[config.mk]
export PLATFORM = sky130hd
export DESIGN_NAME = trap_sequencer
export DESIGN_NICKNAME = d
export VERILOG_FILES = /design/src/rtl/trap_sequencer.sv
export SDC_FILE = /design/constraint.sdc
export NUM_CORES = 1
export LEC_CHECK = 0
export BUFFER_PORTS_ARGS = -buffer_cell sky130_fd_sc_hd__buf_2
export CAP_MARGIN = 5
export CORE_UTILIZATION = 45
export DETAILED_ROUTE_END_ITERATION = 6
export GPL_ROUTABILITY_DRIVEN = 0
export MAX_ROUTING_LAYER = met4
export PLACE_DENSITY = 0.71
export RECOVER_POWER = 100
export SLEW_MARGIN = 20
export SYNTH_ARGS = -nofsm -noshare
export SYNTH_HDL_FRONTEND = slang
export SYNTH_SLANG_ARGS = --single-unit
[constraint.sdc]
create_clock -name clk -period 11.2 [get_ports clk]
set_clock_uncertainty 0.05 [all_clocks]
set_input_delay 3.36 -clock clk [delete_from_list [all_inputs] [get_ports clk]]
set_output_delay 3.36 -clock clk [all_outputs]
set_load 0.05 [all_outputs]
[src/rtl/trap_sequencer.sv]
// Trap entry / mret sequencer: owns the CSR port during a trap and issues the PC redirect.
// Define TRAP_MTVAL_EN to include the mtval write on trap entry.
module trap_sequencer #(
   parameter int XLEN    = 64,
   parameter int CSR_LAT = 1,
   parameter int CODE_W  = 6
) (
   input  logic              clk,
   input  logic              rst,
   input  logic              ena,
   input  logic [1:0]        i_kind,
   input  logic [CODE_W-1:0] i_code,
   input  logic [XLEN-1:0]   i_pc,
   input  logic [XLEN-1:0]   i_tval,
   output logic              o_busy,
   output logic              req,
   input  logic              ack,
   output logic              o_pc_jmp,
   output logic [XLEN-1:0]   o_pc_jmpaddr,
   output logic [11:0]       o_csr_addr,
   output logic              o_csr_ren,
   output logic              o_csr_wen,
   output logic [XLEN-1:0]   o_csr_wdata,
   input  logic [XLEN-1:0]   i_csr_rdata
);

   localparam logic [11:0] A_MSTATUS = 12'h300;
   localparam logic [11:0] A_MTVEC   = 12'h305;
   localparam logic [11:0] A_MEPC    = 12'h341;
   localparam logic [11:0] A_MCAUSE  = 12'h342;
`ifdef TRAP_MTVAL_EN
   localparam logic [11:0] A_MTVAL   = 12'h343;
`endif

   localparam logic [1:0] K_IRQ  = 2'd1;
   localparam logic [1:0] K_MRET = 2'd2;
   localparam logic [1:0] K_RSVD = 2'd3;
   localparam logic [1:0] LAT    = 2'(CSR_LAT);

   typedef enum logic [3:0] {
      IDLE,
      W_MEPC,
      W_MCAUSE,
`ifdef TRAP_MTVAL_EN
      W_MTVAL,
`endif
      R_MTVEC,
      R_MSTATUS,
      R_MEPC,
      W_MSTATUS,
      DONE
   } state_t;

   state_t            state_q;
   state_t            state_d;
   logic [1:0]        cnt_q;
   logic [1:0]        cnt_d;
   logic [1:0]        kind_q;
   logic [CODE_W-1:0] code_q;
   logic [XLEN-1:1]   pc_q;
   logic [XLEN-1:2]   tvec_q;
   logic [1:0]        tmode_q;
   logic [XLEN-1:0]   mstatus_q;
   logic [XLEN-1:1]   mepc_q;
`ifdef TRAP_MTVAL_EN
   logic [XLEN-1:0]   tval_q;
   logic              unused_ok;
   assign unused_ok = ^{i_pc[0], i_csr_rdata[0]};
`else
   logic              unused_ok;
   assign unused_ok = ^{i_pc[0], i_csr_rdata[0], i_tval};
`endif

   logic              strobe;
   logic              phase_end;
   logic              accept;
   logic              is_irq;
   logic [XLEN-1:0]   mcause;
   logic [XLEN-1:0]   ms_entry;
   logic [XLEN-1:0]   ms_mret;
   logic [XLEN-1:0]   vec_off;
   logic [XLEN-1:0]   target;

   // cnt_q counts through one access phase: strobe at 0, done at LAT
   assign strobe    = cnt_q == 2'd0;
   assign phase_end = cnt_q == LAT;
   assign accept    = state_q == IDLE && ena && i_kind != K_RSVD;
   assign is_irq    = kind_q == K_IRQ;
   assign o_busy    = state_q != IDLE;
   assign o_pc_jmp  = req;

   always_comb begin
      mcause             = '0;
      mcause[XLEN-1]     = is_irq;
      mcause[CODE_W-1:0] = code_q;
      ms_entry           = mstatus_q;
      ms_entry[12:11]    = 2'b11;
      ms_entry[7]        = mstatus_q[3];
      ms_entry[3]        = 1'b0;
      ms_mret            = mstatus_q;
      ms_mret[12:11]     = 2'b00;
      ms_mret[7]         = 1'b1;
      ms_mret[3]         = mstatus_q[7];
      vec_off            = '0;
      if (is_irq && tmode_q == 2'b01)
         vec_off[CODE_W+1:2] = code_q;
      if (kind_q == K_MRET)
         target = {mepc_q, 1'b0};
      else
         target = {tvec_q, 2'b00} + vec_off;
   end

   always_comb begin
      state_d      = state_q;
      cnt_d        = '0;
      o_csr_addr   = '0;
      o_csr_ren    = 1'b0;
      o_csr_wen    = 1'b0;
      o_csr_wdata  = '0;
      req          = 1'b0;
      o_pc_jmpaddr = '0;
      unique case (state_q)
         IDLE: begin
            if (accept)
               state_d = (i_kind == K_MRET) ? R_MSTATUS : W_MEPC;
         end
         W_MEPC: begin
            o_csr_addr  = A_MEPC;
            o_csr_wen   = strobe;
            o_csr_wdata = {pc_q, 1'b0};
            if (phase_end)
               state_d = W_MCAUSE;
         end
         W_MCAUSE: begin
            o_csr_addr  = A_MCAUSE;
            o_csr_wen   = strobe;
            o_csr_wdata = mcause;
            if (phase_end)
`ifdef TRAP_MTVAL_EN
               state_d = W_MTVAL;
`else
               state_d = R_MTVEC;
`endif
         end
`ifdef TRAP_MTVAL_EN
         W_MTVAL: begin
            o_csr_addr  = A_MTVAL;
            o_csr_wen   = strobe;
            o_csr_wdata = is_irq ? '0 : tval_q;
            if (phase_end)
               state_d = R_MTVEC;
         end
`endif
         R_MTVEC: begin
            o_csr_addr = A_MTVEC;
            o_csr_ren  = strobe;
            if (phase_end)
               state_d = R_MSTATUS;
         end
         R_MSTATUS: begin
            o_csr_addr = A_MSTATUS;
            o_csr_ren  = strobe;
            if (phase_end)
               state_d = (kind_q == K_MRET) ? R_MEPC : W_MSTATUS;
         end
         R_MEPC: begin
            o_csr_addr = A_MEPC;
            o_csr_ren  = strobe;
            if (phase_end)
               state_d = W_MSTATUS;
         end
         W_MSTATUS: begin
            o_csr_addr  = A_MSTATUS;
            o_csr_wen   = strobe;
            o_csr_wdata = (kind_q == K_MRET) ? ms_mret : ms_entry;
            if (phase_end)
               state_d = DONE;
         end
         DONE: begin
            req          = 1'b1;
            o_pc_jmpaddr = target;
            if (ack)
               state_d = IDLE;
         end
         default: state_d = IDLE;
      endcase
      if (!o_csr_wen)
         o_csr_wdata = '0;
      if (state_q != IDLE && state_q != DONE && !phase_end)
         cnt_d = cnt_q + 2'd1;
   end

   always_ff @(posedge clk) begin
      if (rst) begin
         state_q   <= IDLE;
         cnt_q     <= '0;
         kind_q    <= '0;
         code_q    <= '0;
         pc_q      <= '0;
         tvec_q    <= '0;
         tmode_q   <= '0;
         mstatus_q <= '0;
         mepc_q    <= '0;
`ifdef TRAP_MTVAL_EN
         tval_q    <= '0;
`endif
      end else begin
         state_q <= state_d;
         cnt_q   <= cnt_d;
         if (accept) begin
            kind_q <= i_kind;
            code_q <= i_code;
            pc_q   <= i_pc[XLEN-1:1];
`ifdef TRAP_MTVAL_EN
            tval_q <= i_tval;
`endif
         end
         // read data is only valid in the last cycle of a phase
         if (phase_end) begin
            if (state_q == R_MTVEC)
               {tvec_q, tmode_q} <= i_csr_rdata;
            if (state_q == R_MSTATUS)
               mstatus_q <= i_csr_rdata;
            if (state_q == R_MEPC)
               mepc_q <= i_csr_rdata[XLEN-1:1];
         end
      end
   end

endmodule

==> out/qor.txt <==
RUN STATUS
------------------------------------------------------------------------------------------
Run status                                                                    finished with violations
Failing checks                                                                max-capacitance violations, max-slew violations

GLOBAL ROUTING
------------------------------------------------------------------------------------------
Largest net degree at the start of global routing                                      134
Total global-route track usage                                                       26.7%
Antenna violations before repair                                                         1
GRT Residual Overflow                                                                    0
Number of global-route vias before repair                                            11600
First-pass GRT wire length                                                        59800 um

SYNTHESIS
------------------------------------------------------------------------------------------
Post-synth ARST share                                                                   0%
Predominant post-synthesis flop cell                                               dfxtp_1
Warnings, synthesis                                                                      0
Number of enable flip-flop cells after synthesis                                         0
Synthesized area per cell                                                        7.14 um^2
Gate Count Post-Synth                                                                 1731
Share of the yosys chip area belonging to registers                                  42.9%
Synthesis-stage register bit count                                                     265
Post-Syn Area                                                                   12400 um^2
Distinct cell type count after synthesis                                                51

TIMING
------------------------------------------------------------------------------------------
Clock period minus final worst setup slack                                         9.02 ns
Post-Route Setup TNS                                                                  0 ns
Maximum operating frequency                                                        111 MHz
Number of max-slew violations in the final report                                      270
Final hold viol count                                                                    0
Worst Tran Pin Value                                                               5.93 ns
Post-route setup slack                                                             2.18 ns
Slew headroom                                                                        -295%
Unrepaired setup endpoints after global routing                                      false
Final period utilization                                                             80.5%
Total setup violations reported at the end of the flow                                   0

CRITICAL PATH
------------------------------------------------------------------------------------------
Data arrival time of the critical path                                             5.61 ns
Class of the most critical setup path                                         flop to output pin
CP Capture Type                                                                 output pin
Worst Path Max Fanout                                                                   63
Worst setup SP type                                                                   flop
Critical Path RT                                                                   7.79 ns

PLACED DESIGN
------------------------------------------------------------------------------------------
Port buffer count                                                                      276
Detailed placement HPWL                                                           24000 um
Post-Place Setup Slack                                                             4.05 ns

CLOCK TREE
------------------------------------------------------------------------------------------
CTS tree                                                                               yes
Setup fix buffers added after clock tree synthesis                                       0
Clock edge transition at the registers on the reported setup and hold paths        0.06 ns
Cts-stage hold buffer count                                                              0
TritonCTS buffer count                                                                  29
Deepest level of the CTS H-tree                                                          1
Number of instances resized during post-cts repair                                       0
CTS sink count                                                                         265
CTS Root Buffer Type                                                             clkbuf_16
Number of buffers between clock root and the deepest sink                                3
Clk_lat worst skew                                                                 0.55 ns

RUN
------------------------------------------------------------------------------------------
Max_cap viols                                                                            4

POWER
------------------------------------------------------------------------------------------
Power density cells                                                            172 nW/um^2
Logic gate share of total power                                                      21.7%
Net Sw Frac                                                                          33.6%
Sequential cell fraction of total power                                              42.1%
Portion of total power attributed to the clock network                               36.3%
Net Switching                                                                       841 uW
Internal power                                                                     1.66 mW
Cell leakage power                                                                 4.77 nW
Worst VDD drop                                                                  0.000110 V

FINAL LAYOUT
------------------------------------------------------------------------------------------
Most common cell after layout, fill and taps aside                                 nand2_1
Area grow syn2layout                                                                 17.4%
Filler cell count in the final layout                                                 2745
Share of post-route cells with drive strength above 1                                11.2%
Most frequent cells in the layout                                             560 x nand2_1, 328 x a21oi_1, 265 x dfxtp_1, 145 x buf_2, 142 x clkbuf_1
Storage element area                                                             5310 um^2
Final Net Count                                                                       2134
Multi-input gate area                                                            6490 um^2

ROUTING
------------------------------------------------------------------------------------------
Number of nets with antenna violations after detailed routing                            0
Vias per inst                                                                         5.48
Number of remaining DRC errors                                                           0
Via total after detailed routing                                                     12500
Total length of routed wires                                                      37500 um
Pre-Repair DR Iteration Count                                                            5
Wire length per cell                                                               16.4 um
Number of DRC violations after detailed-routing iteration 0                            898

FLOORPLANNING
------------------------------------------------------------------------------------------
Number of placement rows                                                                60
Initial core utilization                                                             45.8%
Placeable core area                                                             27000 um^2
DIE AREA                                                                        28100 um^2
Die height                                                                          168 um
Die width                                                                           168 um
I/O pin cnt                                                                            349

MIN PATH
------------------------------------------------------------------------------------------
Worst Hold Class                                                              flop to flop

-- sequential cells by signal (all words and copies together), names as in the netlist --
| name | cells |
|---|---|
| kind_q | 2 |
| pc_q | 63 |
| mstatus_q | 62 |
| mepc_q | 63 |
| tvec_q | 62 |
| cnt_q | 2 |
| state_q | 3 |
| tmode_q | 2 |
| code_q | 6 |
-- worst paths after layout --
check	to	slack, ns	startpoint	cells past startpoint
min reg2reg	cnt_q[0]$_SDFF_PP0_	0.40	cnt_q[0]$_SDFF_PP0_	1
max reg2reg	state_q[2]$_SDFFE_PP0P_	6.72	state_q[0]$_SDFFE_PP0P_	8
min	cnt_q[0]$_SDFF_PP0_	0.40	cnt_q[0]$_SDFF_PP0_	1
max	o_csr_wdata[41]	2.18	state_q[0]$_SDFFE_PP0P_	7
-- power groups by stage --
| stage | Combinational [mW] | Sequential (mW) | Clock [mW] |
|---|---|---|---|
| floorplan | 0.398 | 1.06 | 0 |
| global placement | 0.537 | 1.07 | 0 |
| detailed placement | 0.547 | 1.07 | 0 |
| CTS | 0.548 | 1.05 | 0.922 |
| global route | 0.591 | 1.06 | 0.962 |
| finish | 0.542 | 1.05 | 0.907 |
-- worst max-delay path, stage by stage, from the launching register on --
cell and delay [ns]:
dfxtp_1 0.61, nand2_1 0.14, nor2_1 1.40, clkbuf_1 1.68
o21ai_4 -0.03, buf_4 0.42, nor2_1 0.19, clkbuf_1 0.59
-- cell usage after synthesis (all sizes together) (3+ instances only) --
master | instances | share of area [%]
nand2 | 561 | 17
a22oi | 59 | 3.6
ha | 8 | 0.81
o21ai | 56 | 2.3
and2 | 12 | 0.61
a21oi | 329 | 13
nor4 | 3 | 0.20
clkbuf | 123 | 3.7
nand3 | 24 | 0.97
and3 | 9 | 0.46
dfxtp | 265 | 43
buf | 16 | 0.86
nor3 | 18 | 0.77
o2111ai | 3 | 0.21
a211oi | 9 | 0.59
a21o | 4 | 0.24
nand4 | 14 | 0.76
xor2 | 24 | 1.7
inv | 14 | 0.43
nand2b | 6 | 0.30
xnor2 | 35 | 2.5
and4 | 6 | 0.43
nor2b | 5 | 0.25
nor3b | 3 | 0.18
nor2 | 104 | 3.2
-- layer usage --
| metal | wire [um] | global-route usage, % | share of wire (%) | vias up |
|---|---|---|---|---|
| met5 | 0 | - | 0 | - |
| met4 | 1020 | 8.14 | 2.7 | 0 |
| met3 | 2400 | 3.95 | 6.4 | 79 |
| met2 | 17900 | 44.7 | 48 | 433 |
| met1 | 16200 | 33.2 | 43 | 5825 |
| li1 | - | - | - | 6164 |
-- stage by stage --
stage | hold slack [ns] | utilization (%) | instances | total power [mW] | area [um^2]
2_1_floorplan | 0.367 | - | 1737 | 1.45 | 12400
5_1_grt | 0.414 | 53.8 | 2283 | 2.61 | 14500
4_1_cts | 0.399 | 54.6 | 2282 | 2.52 | 14700
3_3_place_gp | 0.378 | 51.2 | 2231 | 1.60 | 13800
6_report | 0.397 | 53.8 | 2283 | 2.50 | 14500
3_5_place_dp | 0.387 | 51.2 | 2231 | 1.62 | 13800
-- kinds of logic (layout without fill, tap and decap cells) --
kind of cell | after synthesis | after routing | share of synthesized area [%]
muxes | 1 | 1 | 0.0911
DFF | 265 | 265 | 42.9
adders and majority gates | 9 | 9 | 0.972
buffers and inverters | 154 | 358 | 5.05
xor gates and xnor gates | 59 | 59 | 4.18
and+or+nand+nor | 774 | 774 | 25.9
AOI/OAI and AO/OA | 468 | 468 | 20.8
other | 1 | 8 | 0.0304
-- cell type report --
cell class                 instances  share of cell area, %
tap                              341                   2.94
sequential                       265                   36.6
inverter                          15                  0.388
antenna                            1                 0.0173
timing repair buffer             292                   9.15
multi-input combinational       1318                   44.7
clock inverter                     6                  0.302
clock buffer                      45                   5.90
(Power assumes the default switching activity.)
